`config.mk`:
```
export PLATFORM = sky130hd
export DESIGN_NAME = mem_port_arbiter
export DESIGN_NICKNAME = d
export VERILOG_FILES = /design/src/rtl/mem_port_arbiter.sv
export SDC_FILE = /design/constraint.sdc
export NUM_CORES = 1
export LEC_CHECK = 0
export CAP_MARGIN = 40
export CORE_ASPECT_RATIO = 1.5
export CORE_MARGIN = 3
export CORE_UTILIZATION = 36
export DETAILED_ROUTE_END_ITERATION = 8
export PLACE_DENSITY = 0.86
export SLEW_MARGIN = 30
export SYNTH_ARGS = -nofsm -noshare
export SYNTH_HDL_FRONTEND = slang
export SYNTH_SLANG_ARGS = --single-unit
```
`constraint.sdc`:
```
create_clock -name clk -period 1.85 [get_ports clk]
set_clock_uncertainty 0.2 [all_clocks]
set_input_delay 0.2775 -clock clk [delete_from_list [all_inputs] [get_ports clk]]
set_output_delay 0.2775 -clock clk [all_outputs]
set_load 0.01 [all_outputs]
```
`src/rtl/mem_port_arbiter.sv`:
```
// Single-port memory arbiter between the IF and MEM stages of the RV32I core.
// Data accesses win over fetches; flushed fetches are completed on the bus but never delivered.
module mem_port_arbiter #(
    parameter int ADDR_W = 32,
    parameter int DATA_W = 32
) (
    input  logic                clk,
    input  logic                rst,

    input  logic                if_req,
    input  logic [ADDR_W-1:0]   if_addr,
    output logic [DATA_W-1:0]   if_rdata,
    output logic                if_ready,

    input  logic                dm_read,
    input  logic                dm_write,
    input  logic [ADDR_W-1:0]   dm_addr,
    input  logic [DATA_W-1:0]   dm_wdata,
    input  logic [DATA_W/8-1:0] dm_wstrb,
    output logic [DATA_W-1:0]   dm_rdata,
    output logic                dm_ready,

    input  logic                flush,

    output logic                mem_req,
    output logic                mem_we,
    output logic [ADDR_W-1:0]   mem_addr,
    output logic [DATA_W-1:0]   mem_wdata,
    output logic [DATA_W/8-1:0] mem_wstrb,
    input  logic [DATA_W-1:0]   mem_rdata,
    input  logic                mem_ack,

    output logic                if_stall,
    output logic                mem_stall
);

    localparam int STRB_W = DATA_W / 8;

    typedef enum logic [2:0] {
        IDLE,
        D_BUSY,
        I_BUSY,
        I_DROP,
        RESP_D,
        RESP_I
    } state_t;

    state_t state;

    always_ff @(posedge clk) begin
        if (rst) begin
            state     <= IDLE;
            mem_req   <= 1'b0;
            mem_we    <= 1'b0;
            mem_addr  <= '0;
            mem_wdata <= '0;
            mem_wstrb <= '0;
            if_ready  <= 1'b0;
            dm_ready  <= 1'b0;
            if_rdata  <= '0;
            dm_rdata  <= '0;
        end else begin
            if_ready <= 1'b0;
            dm_ready <= 1'b0;

            case (state)
                IDLE: begin
                    if (dm_read | dm_write) begin
                        // A simultaneous read+write request is resolved as a store.
                        state     <= D_BUSY;
                        mem_req   <= 1'b1;
                        mem_we    <= dm_write;
                        mem_addr  <= dm_addr;
                        mem_wdata <= dm_wdata;
                        mem_wstrb <= dm_write ? dm_wstrb : {STRB_W{1'b0}};
                    end else if (if_req & ~flush) begin
                        state     <= I_BUSY;
                        mem_req   <= 1'b1;
                        mem_we    <= 1'b0;
                        mem_addr  <= if_addr;
                        mem_wstrb <= '0;
                    end
                end

                D_BUSY: begin
                    if (mem_ack) begin
                        state    <= RESP_D;
                        mem_req  <= 1'b0;
                        dm_ready <= 1'b1;
                        if (!mem_we) begin
                            dm_rdata <= mem_rdata;
                        end
                    end
                end

                I_BUSY: begin
                    if (mem_ack) begin
                        mem_req <= 1'b0;
                        if (flush) begin
                            state <= IDLE;
                        end else begin
                            state    <= RESP_I;
                            if_ready <= 1'b1;
                            if_rdata <= mem_rdata;
                        end
                    end else if (flush) begin
                        state <= I_DROP;
                    end
                end

                // The bus access cannot be aborted: wait it out and discard the data.
                I_DROP: begin
                    if (mem_ack) begin
                        state   <= IDLE;
                        mem_req <= 1'b0;
                    end
                end

                // Response cycles never grant, so a requester still holding its
                // request during its own ready pulse is not served twice.
                RESP_D:  state <= IDLE;
                RESP_I:  state <= IDLE;

                default: begin
                    state   <= IDLE;
                    mem_req <= 1'b0;
                end
            endcase
        end
    end

    assign if_stall  = if_req & ~if_ready;
    assign mem_stall = (dm_read | dm_write) & ~dm_ready;

endmodule

```
==> flow_summary.ini <==
[yosys]
ys_seq_area_share_pct = 52.79
synth_edf_count = 0
avgSynthCellArea_um2 = 8.011
yosys_warnings = 0
yosys_register_bits = 139
ys.flop_type = dfxtp_1
synth.distinct_cells = 29
syn_inst = 658
syn-cell-area_um2 = 5271
async_reset_ff_share_pct = 0
synth.net_count = 797

[floorplanning]
std_cell_rows = 53
fp.dieH_um = 154.2
initial_utilization_pct = 37.15
core_area_um2 = 14190
io_pins = 277
die_w_um = 104.8
die_area_um2 = 16160

[timing]
slew_violations = 0
tightestPinTransition_ps = 494.5
rsz0062_at_grt = no
slew_headroom_pct = 67.03
fin_crit_ps = 1807
whs_ps = 47.90
clock.fmax_mhz = 553.5
final_min_period_over_clock_period_pct = 97.66
setup_viol = 0
final_hold_viol_count = 0

[route]
dr.first_iter.drc_count = 177
drc = 0
drt-wirelength-per-cell_um = 14.94
viasPerCell = 4.872
wirelength_mm = 16.95
drt_pass1_iterations = 4
drt.antenna.violating_nets = 0
num_vias = 5530

[worst_hold_path]
hold_class = in -> reg
hold_start = rst
hold_depth = 3

[critical_path]
rr_startpoint = state[2]$_SDFFE_PP0P_
end_kind = primary output
cp-start-kind = flop
worstSetupPathType = reg -> out
cp_slowest_cell = clkdlybuf4s50_1
crit_chain = clkdlybuf4s50_1
arrival_ps = 1330
r2r_setup_slack_ps = 190
timing.rr.end = mem_addr[29]$_SDFFE_PP0P_
endpoint = mem_addr[15]
critPathMaxStageDelay_ps = 580
critPathTopFamily = buffers and inverters
r2r_cells = 5
crit_start = mem_addr[15]$_SDFFE_PP0P_
crit_buf_inv = 1
crit_required_ps = 1370
cp.depth = 1
path_max_fanout = 2

[global_route]
grt.busiest_layer = met2
track_usage_pct = 20.50
grt_util_met3_pct = 5.804
use_met1_pct = 21.05
grt_use_met2_pct = 37.07
grt.overflow.total = 0
grt_pass1_vias = 5446
grt_first_pass_wirelength_mm = 26.84
grt_start_max_net_pins = 70
grt_antenna_before_repair = 0

[power]
p_seq_share_pct = 38.0
switchingPower_uw = 2222
switching_share_pct = 25.17
clkPwrFrac_pct = 41.8
p_comb_share_pct = 20.2
power_density_nw_per_um2 = 973.6
ir_worst_vdd_uv = 740.7
p_leak_uw = 0.003357
p_int_uw = 6604
finalPower_uw = 8826

[placed_design]
place_area_um2 = 8414
gp_congestion = 0.8326
portBuffers = 276
dp_hpwl_mm = 12.46

[final_layout]
drive_gt1_share_pct = 9.862
final_nets = 1071
diodes = 0
stdcell_area_um2 = 9065
final.fill_count = 1213
syn_to_final_growth_pct = 71.97

[flow_run]
drv_cap = 0

[cts]
clk_path_buf_depth = 2
cts_sinks = 139
clkTransAtPathRegs_ps = 60
cts_max_level = 4
root_buffer = clkbuf_16
clk_latency_ps = 400
cts_buffers = 17
cts_tree = built

[status]
status = finished clean
flip-flops by register name, indices dropped and copies added, names as in the netlist:
name       flops
mem_addr      32
if_ready       1
dm_rdata      32
mem_req        1
state          3
mem_wdata     32
if_rdata      32
mem_we         1
dm_ready       1
mem_wstrb      4
how the worst min path moves through the flow:
stage	endpoint
after global placement	mem_wstrb[0]$_SDFFE_PP0P_
after floorplan	state[0]$_SDFFE_PP0P_
after global routing	state[2]$_SDFFE_PP0P_
after CTS	state[2]$_SDFFE_PP0P_
after detailed placement	mem_wdata[16]$_SDFFE_PP0P_
final	state[2]$_SDFFE_PP0P_
cell families (layout without fill, tap and decap cells):
kind of cell,Yosys count,in the layout,synth area share [%]
AO/OA/AOI/OAI,144,144,18.75
buffers and inverters,55,340,4.747
flip-flops,139,139,52.79
AND/OR/NAND/NOR,320,320,23.71
power groups by stage:
| stage | clock (uW) | sequential (uW) | combinational (uW) |
|---|---|---|---|
| finish | 3690 | 3350 | 1780 |
| global route | 3890 | 3380 | 1930 |
| CTS | 3780 | 3350 | 1800 |
| detailed placement | 0 | 3420 | 1790 |
| global placement | 0 | 3410 | 1760 |
| floorplan | 0 | 3510 | 668 |
area by class of cell:
class	instances	area (um^2)	share of cell area [%]
clock buffer	17	425.4	4.693
clock inverter	13	215.2	2.374
inverter	2	7.507	0.08282
multi-input combinational	464	2265	24.98
sequential	139	2785	30.72
tap	192	240.2	2.650
timing repair buffer	308	3127	34.49
synth_stat cells (2+ instances only):
cell | count | area [um^2]
or3_1 | 2 | 12.51
buf_1 | 2 | 7.510
nand2_1 | 264 | 991.0
a311oi_1 | 13 | 113.9
nor3_1 | 3 | 15.01
o21ai_0 | 2 | 10.01
nand3_1 | 4 | 20.02
a21oi_1 | 104 | 520.5
a311oi_2 | 20 | 300.3
nor2_1 | 38 | 142.6
nand3b_1 | 2 | 15.01
dfxtp_1 | 139 | 2783
buf_2 | 11 | 55.05
buf_4 | 2 | 15.01
clkbuf_1 | 35 | 131.4
buf_6 | 3 | 33.78
inv_1 | 2 | 7.510
layout by cell type, fill, tap and decap left out, types with 2 or more instances in the layout:
master and n:
dlymetal6s2s_1 2, nor2_1 37, buf_4 23, inv_1 2, or3_1 2, buf_12 10
nand3b_1 2, dlygate4sd2_1 3, nor3_2 2, nand3_1 4, a21oi_1 104, clkdlybuf4s50_1 270
a311oi_1 12, o21ai_0 2, a311oi_2 21, dfxtp_2 2, dfxtp_1 137, nand2_1 264
clkinv_4 2, clkbuf_16 17, inv_6 4, bufinv_16 5
per-stage QoR:
| step | util (%) | setup WS, ps | std cells | setup TNS [ps] |
|---|---|---|---|---|
| 2_1_floorplan | - | 77.85 | 658 | 0 |
| 3_3_place_gp | 59.29 | -172.9 | 1105 | -12990 |
| 3_5_place_dp | 59.29 | -251.7 | 1105 | -16270 |
| 4_1_cts | 63.78 | 16.38 | 1135 | 0 |
| 5_1_grt | 63.88 | 1.071 | 1135 | 0 |
| 6_report | 63.88 | 43.33 | 1135 | 0 |
per-layer routing:
metal  part of all wire (%)  vias up
met4                    4.7        0
li1                       -     2717
met5                      0        -
met3                    6.2       49
met2                     52      230
met1                     37     2534
repair_timing:
action / in CTS / in global routing
buffers inserted: 0 / 0
hold buffers: 0 / 0
endpoints found under the setup margin: 3 / 4
resized for setup: 3 / 5
No activity file was read; power rests on OpenSTA's default activity.
==> variant 1, RTL diff (same flow settings) <==
Reset style: asynchronous (`rst`), changed in one clocked block.
--- a/src/rtl/mem_port_arbiter.sv
+++ b/src/rtl/mem_port_arbiter.sv
@@ -47,7 +47,7 @@
 
     state_t state;
 
-    always_ff @(posedge clk) begin
+    always_ff @(posedge clk or posedge rst) begin
         if (rst) begin
             state     <= IDLE;
             mem_req   <= 1'b0;
Function: differs if rst is asserted again (counterexample within 4 cycles, from zero or initial values and one cycle with rst high); with rst held inactive, the same outputs for 4 cycles.
==> variant 1 against the original RTL <==
Worst setup slack got worse by 0.15 ns; sequential cell count did not move; routed wire length rose by 11%; the run now ends with negative setup slack left; area after synthesis rose by 10%; cell area rose by 12%; die area rose by 9.8%.
Power is not compared: it rests on default switching activity, and its combinational part moved more than twofold at a synthesized area within 25%.
==> variant 1: results (changes against the original RTL) <==
<table>
<tr><th>Metric</th><th>Value</th></tr>
<tr><th colspan="2">GRT</th></tr>
<tr><td>Vias in the first global route</td><td>4970 (was 5446)</td></tr>
<tr><td>Largest net degree at the start of global routing</td><td>72 (was 70)</td></tr>
<tr><td>Wire length of the first global-routing pass</td><td>27000 um (was 26800 um)</td></tr>
<tr><th colspan="2">Layout</th></tr>
<tr><td>Layout Cell Area excl Fill</td><td>0.0101 sq mm (was 0.00906 sq mm)</td></tr>
<tr><td>Count of plain and timing-repair buffers in the layout</td><td>319 (was 308)</td></tr>
<tr><td>Count of multi-input gates</td><td>195 (was 464)</td></tr>
<tr><td>Fill cell total of the finished layout</td><td>1135 (was 1213)</td></tr>
<tr><td>Area of the multi-input gates</td><td>0.00239 sq mm (was 0.00226 sq mm)</td></tr>
<tr><td>Nets</td><td>816 (was 1071)</td></tr>
<tr><td>Fraction of area in registers</td><td>34.3% (was 30.7%)</td></tr>
<tr><td>Clock network share of area</td><td>5.70% (was 7.07%)</td></tr>
<tr><th colspan="2">Setup path</th></tr>
<tr><td>End point of the critical path</td><td>if_rdata[31] (was mem_addr[15])</td></tr>
<tr><td>Critical path launch point</td><td>state[0] (was mem_addr[15])</td></tr>
<tr><th colspan="2">STA</th></tr>
<tr><td>Final setup vio count</td><td>40 (was 0)</td></tr>
<tr><td>Tightest hold margin</td><td>0.273 ns (was 0.0479 ns)</td></tr>
<tr><td>Highest achievable clock rate</td><td>510 MHz (was 554 MHz)</td></tr>
<tr><td>Worst-case setup margin in the final layout</td><td>-0.109 ns (was 0.0433 ns)</td></tr>
<tr><td>Post-Route Setup TNS</td><td>-2.57 ns (was 0 ns)</td></tr>
<tr><th colspan="2">Place</th></tr>
<tr><td>Post-placement setup slack</td><td>-0.339 ns (was -0.252 ns)</td></tr>
<tr><td>Detailed Place HPWL</td><td>12900 um (was 12500 um)</td></tr>
<tr><td>Routability congestion estimate from global placement</td><td>0.812 (was 0.833)</td></tr>
<tr><th colspan="2">Synth</th></tr>
<tr><td>Most common library cells after synthesis</td><td>dfrtp_1, mux2_2, mux2_4 (was nand2_1, dfxtp_1, a21oi_1)</td></tr>
<tr><td>Syn Nets</td><td>495 (was 797)</td></tr>
<tr><td>Cell types occupying the most area after synthesis</td><td>dfrtp_1, mux2_2, mux2_4 (was dfxtp_1, nand2_1, a21oi_1)</td></tr>
<tr><th colspan="2">Routing</th></tr>
<tr><td>Mean routed wirelength per cell</td><td>21.1 um (was 14.9 um)</td></tr>
<tr><th colspan="2">Outcome</th></tr>
<tr><td>Status</td><td>complete, but fails checks (was completed)</td></tr>
<tr><td>Violations in the final reports</td><td>negative setup slack</td></tr>
<tr><th colspan="2">CTS</th></tr>
<tr><td>CTS resizes</td><td>23 (was 3)</td></tr>
<tr><th colspan="2">Min path</th></tr>
<tr><td>Hold EP</td><td>mem_wstrb[1] (was state[2])</td></tr>
</table>
-- variant 1: critical path: stages (launching register included) --
cell and delay, ns:
dfrtp_1 0.40, buf_6 0.12, or3b_4 0.40, nor2_8 0.21, clkbuf_16 0.20, mux2_4 0.29
-- variant 1: where the power goes --
group	internal, mW	leakage (nW)	switching [mW]
registers	4.48	1.70	0.875
clock network	2.00	0.264	1.35
logic	5.06	2.66	2.84
-- variant 1: kinds of logic (layout without fill, tap and decap cells) --
logic type / Yosys count / count (layout) / synth area share (%)
and+or+nand+nor: 23 / 23 / 3.14
DFF: 139 / 139 / 59.8
buffers and inverters: 22 / 356 / 2.86
muxes: 161 / 161 / 33.1
AOI/OAI and AO/OA: 11 / 11 / 1.08
-- variant 1: layer usage --
layer,up-vias,global-route usage (%),share of wire (%)
li1,1911,-,-
met1,2160,18.8,33
met2,180,38.7,57
met3,36,5.96,6.4
met4,0,8.39,3.0
met5,-,0,0
==> variant 2, RTL diff (same flow settings) <==
Without the edit above. Set the parameter `ADDR_W` to 64 (it was 32).
--- a/src/rtl/mem_port_arbiter.sv
+++ b/src/rtl/mem_port_arbiter.sv
@@ -1,7 +1,7 @@
 // Single-port memory arbiter between the IF and MEM stages of the RV32I core.
 // Data accesses win over fetches; flushed fetches are completed on the bus but never delivered.
 module mem_port_arbiter #(
-    parameter int ADDR_W = 32,
+    parameter int ADDR_W = 64,
     parameter int DATA_W = 32
 ) (
     input  logic                clk,
Interface: changed (resized dm_addr, if_addr and mem_addr); port bits go from 277 to 373. No check against the original RTL was run, so the function may have changed too.
==> variant 2 against the original RTL <==
The run now ends with negative setup slack left; worst setup slack got worse by 0.14 ns; cell area is 30% higher; global-route usage up 3.7 points; sequential cell count increased by 32; combinational power is 60% higher; non-clock buffer count rose by 119; final cell count up 27%; routed wire length up 56%; total power rose by 23%; area after synthesis rose by 25%; synthesized cell count grew 27%; core utilization is 1.9 points higher; critical path type is now register to register; critical endpoint is now mem_addr[17]; highest routed layer unchanged.
==> variant 2: results (changes against the original RTL) <==
<table>
<tr><th>Metric</th><th>Value</th></tr>
<tr><th colspan="2">Outcome</th></tr>
<tr><td>Status</td><td>complete, but fails checks (was completed)</td></tr>
<tr><td>Violations in the final reports</td><td>negative setup slack</td></tr>
<tr><th colspan="2">Setup path</th></tr>
<tr><td>Data arrival time of the critical path</td><td>2.05 ns (was 1.33 ns)</td></tr>
<tr><td>Slowest stage cell, crit path</td><td>or3_4 (was clkdlybuf4s50_1)</td></tr>
<tr><td>Critical path peak fanout</td><td>5 (was 2)</td></tr>
<tr><td>Slowest cell delay on critical path</td><td>0.39 ns (was 0.58 ns)</td></tr>
<tr><th colspan="2">Layout</th></tr>
<tr><td>Share of final-layout standard cells stronger than drive strength 1</td><td>10.8% (was 9.86%)</td></tr>
<tr><td>Area of the multi-input gates</td><td>0.00301 sq mm (was 0.00226 sq mm)</td></tr>
<tr><td>Nets</td><td>1418 (was 1071)</td></tr>
<tr><th colspan="2">CTS</th></tr>
<tr><td>Clock-pin slew of the registers on the worst-case setup and hold paths</td><td>0.08 ns (was 0.06 ns)</td></tr>
<tr><td>Source-to-sink clock delay at the later pin of the worst-skew pair</td><td>0.42 ns (was 0.40 ns)</td></tr>
<tr><th colspan="2">GRT</th></tr>
<tr><td>Global-route met1 utilization</td><td>26.6% (was 21.0%)</td></tr>
<tr><td>Largest net degree at the start of global routing</td><td>76 (was 70)</td></tr>
<tr><td>Met2 track demand over resource in global routing</td><td>41.8% (was 37.1%)</td></tr>
<tr><td>Wire length of the first global-routing pass</td><td>38100 um (was 26800 um)</td></tr>
<tr><td>Number of antenna violations at the first check in global routing</td><td>1 (was 0)</td></tr>
<tr><th colspan="2">STA</th></tr>
<tr><td>Final setup vio count</td><td>47 (was 0)</td></tr>
<tr><td>Post-Route Setup TNS</td><td>-1.95 ns (was 0 ns)</td></tr>
<tr><td>Worst-case setup margin in the final layout</td><td>-0.0982 ns (was 0.0433 ns)</td></tr>
<tr><th colspan="2">Synth</th></tr>
<tr><td>Sequential element share of the synthesized area</td><td>51.9% (was 52.8%)</td></tr>
<tr><td>Post-Synthesis Mean Instance Area</td><td>7.87 sq um (was 8.01 sq um)</td></tr>
<tr><td>Cell types occupying the most area after synthesis</td><td>dfxtp_1, nand2_1, a21oi_1 (unchanged)</td></tr>
<tr><th colspan="2">Routing</th></tr>
<tr><td>First-pass DRT Iterations</td><td>5 (was 4)</td></tr>
<tr><td>DRT iter0 DRCs</td><td>458 (was 177)</td></tr>
<tr><td>Wire length reported by the detailed router</td><td>26400 um (was 17000 um)</td></tr>
</table>
-- variant 2: changes by cell type after synthesis, moves of 3 or more --
cell / change
nor2_1: +36
a311oi_1: +41
dfxtp_1: +32
clkbuf_1: +5
nand2_1: +63
buf_6: +3
buf_2: +12
nor2b_1: +5
a311oi_2: -10
-- variant 2: logic make-up (layout without fill, tap and decap cells) --
group	Yosys count	count (layout)	share of synthesized area, %
AND/OR/NAND/NOR	423	424	24.9
AO/OA/AOI/OAI	174	174	18.0
flip-flops	171	171	51.9
buffers and inverters	70	459	5.16
other	0	2	0
-- variant 2: worst paths after layout --
path         slack, ns      endpoint   startpoint
max               -0.1  mem_addr[17]     state[2]
max reg2reg       -0.1  mem_addr[17]     state[2]
min reg2reg       0.25   dm_rdata[9]  dm_rdata[9]
min               0.05      state[2]          rst
-- variant 2: routing by layer --
layer / up-vias / part of all wire, %
met3: 73 / 8.2
met1: 3485 / 37
met4: 0 / 4.3
met5: - / 0
li1: 3553 / -
met2: 337 / 51
-- variant 2: what timing repair did --
item                       CTS  global route
hold buffers                 0             0
pin swaps                   47            18
setup buffers                7            10
cloned                       3             2
gates resized for setup     25            66
setup endpoints to repair   96           130
-- variant 2: power by group through the flow --
stage / Sequential, mW / Combinational, mW / Clock, mW
final: 4.21 / 2.85 / 3.77
after global placement: 4.26 / 2.53 / 0
after detailed placement: 4.28 / 2.58 / 0
after CTS: 4.20 / 2.75 / 3.85
after global routing: 4.24 / 3.04 / 3.99
after floorplan: 4.43 / 0.905 / 0
-- variant 2: area by class of cell --
class,instances,area share [%]
diodes,2,0.0424
clock buffers,18,3.64
clock inverters,14,1.55
multi-input cells,598,25.5
flip-flops and latches,171,29.0
well taps,217,2.30
repair buffers,427,38.0
